--- src/rtl/axis_fifo_pkg.sv ---
// Shared defaults and width helpers for the AXI-Stream LFSR capture FIFO.
// Optional word counter is enabled with the AXIS_FIFO_WORDCNT_EN macro.
package axis_fifo_pkg;

   localparam int DATA_W_DEF = 32;
   localparam int DEPTH_DEF  = 16;

   // Pointer width indexes DEPTH entries; count needs one extra bit to reach DEPTH.
   function automatic int ptr_w(input int depth);
      return $clog2(depth);
   endfunction

   function automatic int cnt_w(input int depth);
      return $clog2(depth) + 1;
   endfunction

endpackage

--- src/rtl/fifo_mem.sv ---
// Simple dual-port storage: synchronous write, registered read.
// The array itself is never reset; only the read register is cleared.
module fifo_mem
   import axis_fifo_pkg::*;
#(
   parameter  int DATA_W = DATA_W_DEF,
   parameter  int DEPTH  = DEPTH_DEF,
   localparam int PTR_W  = ptr_w(DEPTH)
) (
   input  logic              aclk,
   input  logic              aresetn,
   input  logic              wr_en,
   input  logic [PTR_W-1:0]  wr_addr,
   input  logic [DATA_W-1:0] wr_data,
   input  logic              rd_en,
   input  logic [PTR_W-1:0]  rd_addr,
   output logic [DATA_W-1:0] rd_data
);

   logic [DATA_W-1:0] mem [DEPTH];

   always_ff @(posedge aclk) begin
      if (wr_en) begin
         mem[wr_addr] <= wr_data;
      end
   end

   // rd_data holds its last value between reads.
   always_ff @(posedge aclk) begin
      if (!aresetn) begin
         rd_data <= '0;
      end else if (rd_en) begin
         rd_data <= mem[rd_addr];
      end
   end

endmodule

--- src/rtl/axis_lfsr_fifo.sv ---
// AXI-Stream capture FIFO feeding a logger with a one-cycle valid strobe.
// Define AXIS_FIFO_WORDCNT_EN to add the total_words strobe counter output.
module axis_lfsr_fifo
   import axis_fifo_pkg::*;
#(
   parameter  int DATA_W = DATA_W_DEF,
   parameter  int DEPTH  = DEPTH_DEF,
   localparam int PTR_W  = ptr_w(DEPTH),
   localparam int CNT_W  = cnt_w(DEPTH)
) (
   input  logic              aclk,
   input  logic              aresetn,
   input  logic [DATA_W-1:0] s_axis_tdata,
   input  logic              s_axis_tvalid,
   output logic              s_axis_tready,
   input  logic              drain_en,
   output logic [DATA_W-1:0] fifo_data,
   output logic              fifo_valid,
   output logic [CNT_W-1:0]  fifo_count,
   output logic              fifo_full,
   output logic              fifo_empty
`ifdef AXIS_FIFO_WORDCNT_EN
  ,output logic [31:0]       total_words
`endif
);

   logic [PTR_W-1:0] wr_ptr;
   logic [PTR_W-1:0] rd_ptr;
   logic [CNT_W-1:0] count_nxt;
   logic             push;
   logic             pop;

   // Handshake: a word transfers on any rising edge where s_axis_tvalid and
   // s_axis_tready are both high; the master holds tdata/tvalid until then.
   // tready depends only on the registered full flag, so a pop in the same
   // cycle never lets a full FIFO accept.
   assign s_axis_tready = !fifo_full && aresetn;
   assign push          = s_axis_tvalid && s_axis_tready;
   assign pop           = drain_en && !fifo_empty && aresetn;

   always_comb begin
      count_nxt = fifo_count;
      if (push && !pop) begin
         count_nxt = fifo_count + CNT_W'(1);
      end else if (pop && !push) begin
         count_nxt = fifo_count - CNT_W'(1);
      end
   end

   // Flags are derived from count_nxt so they move with fifo_count.
   always_ff @(posedge aclk) begin
      if (!aresetn) begin
         wr_ptr     <= '0;
         rd_ptr     <= '0;
         fifo_count <= '0;
         fifo_full  <= 1'b0;
         fifo_empty <= 1'b1;
         fifo_valid <= 1'b0;
      end else begin
         if (push) begin
            wr_ptr <= wr_ptr + PTR_W'(1);
         end
         if (pop) begin
            rd_ptr <= rd_ptr + PTR_W'(1);
         end
         fifo_count <= count_nxt;
         fifo_full  <= (count_nxt == CNT_W'(DEPTH));
         fifo_empty <= (count_nxt == '0);
         fifo_valid <= pop;
      end
   end

   fifo_mem #(
      .DATA_W (DATA_W),
      .DEPTH  (DEPTH)
   ) u_mem (
      .aclk    (aclk),
      .aresetn (aresetn),
      .wr_en   (push),
      .wr_addr (wr_ptr),
      .wr_data (s_axis_tdata),
      .rd_en   (pop),
      .rd_addr (rd_ptr),
      .rd_data (fifo_data)
   );

`ifdef AXIS_FIFO_WORDCNT_EN
   // Counts on pop so the total already includes the strobe now on fifo_valid.
   always_ff @(posedge aclk) begin
      if (!aresetn) begin
         total_words <= '0;
      end else if (pop) begin
         total_words <= total_words + 32'd1;
      end
   end
`endif

endmodule

--- config.mk ---
export PLATFORM = sky130hd
export DESIGN_NAME = axis_lfsr_fifo
export DESIGN_NICKNAME = d
export VERILOG_FILES = /design/src/rtl/axis_fifo_pkg.sv /design/src/rtl/fifo_mem.sv /design/src/rtl/axis_lfsr_fifo.sv
export SDC_FILE = /design/constraint.sdc
export NUM_CORES = 1
export LEC_CHECK = 0
export BUFFER_PORTS_ARGS = -buffer_cell sky130_fd_sc_hd__buf_2
export CORE_ASPECT_RATIO = 0.9
export CORE_MARGIN = 2
export CORE_UTILIZATION = 60
export CTS_CLUSTER_DIAMETER = 120
export CTS_CLUSTER_SIZE = 14
export DETAILED_ROUTE_END_ITERATION = 6
export PLACE_DENSITY = 0.77
export SLEW_MARGIN = 25
export SYNTH_ARGS = -nofsm -noshare
export SYNTH_HDL_FRONTEND = slang
export SYNTH_HIERARCHICAL = 1
export SYNTH_SLANG_ARGS = --single-unit
--- constraint.sdc ---
create_clock -name aclk -period 5.3 [get_ports aclk]
set_input_delay 0.795 -clock aclk [delete_from_list [all_inputs] [get_ports aclk]]
set_output_delay 0.795 -clock aclk [all_outputs]
set_load 0.02 [all_outputs]
==> results.json <==
{
  "rsz0062_at_grt": "no",
  "worst_hold_slack_ns": 0.470,
  "io-pin-count": 77,
  "grt_max_degree": 101,
  "final_cell_mix": "edfxtp_1 (512), mux2i_1 (256), nand2_1 (109)",
  "ys.warnings.count": 6,
  "dieArea_um2": 37700,
  "wl_um": 45200,
  "antenna_found_initial": 2,
  "hold_class": "reg -> reg",
  "status": "finished clean",
  "gp_congestion": 0.754,
  "grt_usage_pct": 24.4,
  "coreArea_um2": 35800,
  "drtAntennaViolNets": 0,
  "top_layer_used": "met4",
  "ys_seq_area_share_pct": 75.4,
  "synth-simple-area-share_pct": 5.61,
  "area_delta_synth_final_pct": 11.2,
  "cts_max_level": 2,
  "start_util_pct": 60.5,
  "layout_commonest_cell": "edfxtp_1",
  "slew_violations": 0,
  "ctsResizeCount": 0,
  "syn_area_per_cell_um2": 16.6,
  "cts_root_buf": "clkbuf_16",
  "synth_xor_xnor_area_share_pct": 0.404,
  "synth_edf_count": 512,
  "cts_tree": "built",
  "ctsHoldBuffers": 0,
  "die_w_um": 204,
  "arrival_ns": 3.02,
  "num-fill-cells": 2373,
  "dr_total_vias": 11600,
  "async_flop_share_pct": 0,
  "cap_viol_max_count": 0,
  "clk_pin_slew_ns": 0.06,
  "finalCritPeriodShare_pct": 52.3,
  "yosys-top-cells-area": "edfxtp_1 (71%), mux2i_1 (12%), dfxtp_1 (4.4%)",
  "crit_type": "in -> reg",
  "fp-row-count": 66,
  "clk_path_buf_depth": 3,
  "drive_gt1_share_pct": 13.1,
  "yosysTopAreaCell": "edfxtp_1",
  "slew_headroom_pct": 30.8,
  "crit_fanout": 21,
  "synth_fp_nets": 1348,
  "syn_area_um2": 21700,
  "grt_pass1_wl_um": 68200,
  "powerDensity_nw_per_um2": 347,
  "fin_worst_skew_ns": 0.0137,
  "wl_met2_um": 22400,
  "ir_worst_vdd_mv": 0.288,
  "ys.flop_type": "edfxtp_1",
  "numCtsBuffers": 45,
  "dr.pass1.iters": 6,
  "cp-start-kind": "primary input",
  "worstSkewPairLatency_ns": 0.56,
  "wl_met1_um": 18800,
  "cp-end-kind": "register",
  "synth_fa_ha_area_share_pct": 0.231,
  "drt_iter0_drc": 1076,
  "crit_required_ns": 5.55,
  "grt-ovfl-total": 0,
  "clkSinkCount": 560,
  "setup_viol": 0,
  "numPortBuffers": 76,
  "wl_met3_um": 2800,
  "fp.dieH_um": 184,
  "fmax_ghz": 0.361,
  "nets": 1433,
  "post-cts-setup-buffers": 0,
  "vias_per_cell": 6.11,
  "syn_inst": 1308,
  "synth.distinct_cells": 44,
  "layout_min_cycle_time_ns": 2.77,
  "hold_violations": 0,
  "ys_ff_latch": 560,
  "synthMuxAreaShare_pct": 11.8,
  "drc": 0,
  "synth_top_family_by_area": "multiplexers",
  "routedWlPerCell_um": 23.8,
  "grt_pass1_vias": 11700,
  "dpl.hpwl_um": 25500,
  "leakage_nw": 7.53,
  "fin_setup_tns_ns": 0,
  "yosysTopAreaCellShare_pct": 70.9,
  "synth_compound_area_share_pct": 4.12,
  "tightest_slew_ns": 1.04
}
-- cells by family (layout without fill, tap and decap cells) --
family,Yosys count,in the layout
AND/OR/NAND/NOR,263,263
AO/OA/AOI/OAI,141,141
adder cells (fa/ha/maj),4,4
buffers and inverters,74,190
multiplexers,256,256
XOR/XNOR,10,10
flip-flops,560,560
other,0,1
-- layer usage --
layer,up-vias,GRT usage [%]
met4,0,7.54
met3,95,3.15
met2,431,41.3
met1,5877,33.2
met5,-,0
li1,5210,-
-- registers in the layout (all words and copies together), names as in the netlist --
register,cells
u_mem/mem,512
u_mem/rd_data,32
fifo_count,5
rd_ptr,4
wr_ptr,4
fifo_empty,1
fifo_full,1
fifo_valid,1
-- critical path, stage by stage --
cell and delay [ns]:
buf_2 0.18, inv_2 0.18, nor2_1 0.31, nand3b_1 0.35, nor2_4 0.81, buf_4 0.37
-- power by group --
| group | switching (mW) | internal (mW) |
|---|---|---|
| clock network | 1.43 | 1.62 |
| registers | 0.0377 | 4.87 |
| logic | 0.298 | 0.116 |
-- cell usage after synthesis (2+ instances only) --
cell type,number
nand3b_1,3
nand3_1,100
buf_12,5
clkbuf_1,26
nor2_1,24
nand4_1,4
dfxtp_1,48
xor2_1,4
buf_1,3
xnor2_1,6
buf_2,10
inv_1,3
a21oi_1,69
buf_6,15
buf_4,9
ha_1,4
nand2_1,109
nand2b_1,3
nor4_1,2
a22oi_1,64
edfxtp_1,512
nor3_1,4
nor2b_1,3
mux2i_1,256
and2_1,3
-- final cells by class --
class                   instances  area, um2  share of cell area [%]
clock inverters                 1       16.3                  0.0675
well taps                     476        596                    2.47
flip-flops and latches        560      16300                    67.8
clock buffers                  77       1270                    5.26
repair buffers                108        906                    3.76
multi-input cells             674       4950                    20.6
diodes                          1       2.50                  0.0104
inverters                       4       15.0                  0.0623
-- path summary, 6_finish.rpt --
kind	startpoint	end	slack, ns	cells past startpoint
worst max-delay path	aresetn	u_mem/mem[9][7]	2.53	6
worst min-delay path	u_mem/rd_data[20]	u_mem/rd_data[20]	0.47	2
worst max register to register	fifo_full	u_mem/mem[9][7]	2.65	5
worst min register to register	u_mem/rd_data[20]	u_mem/rd_data[20]	0.47	2
-- metrics by stage --
step / cell area (um2) / utilization (%) / cells / setup WS (ns) / total power [mW]
after global routing: 24100 / 67.2 / 1901 / 2.41 / 8.64
after floorplan: 21700 / - / 1308 / 0.874 / 5.22
after CTS: 24000 / 67.1 / 1898 / 2.54 / 8.43
after global placement: 22500 / 62.6 / 1809 / 1.87 / 5.39
after detailed placement: 22800 / 63.5 / 1820 / 1.96 / 5.41
final: 24100 / 67.2 / 1901 / 2.53 / 8.37
Note: power is estimated with default switching activity, not from simulation.
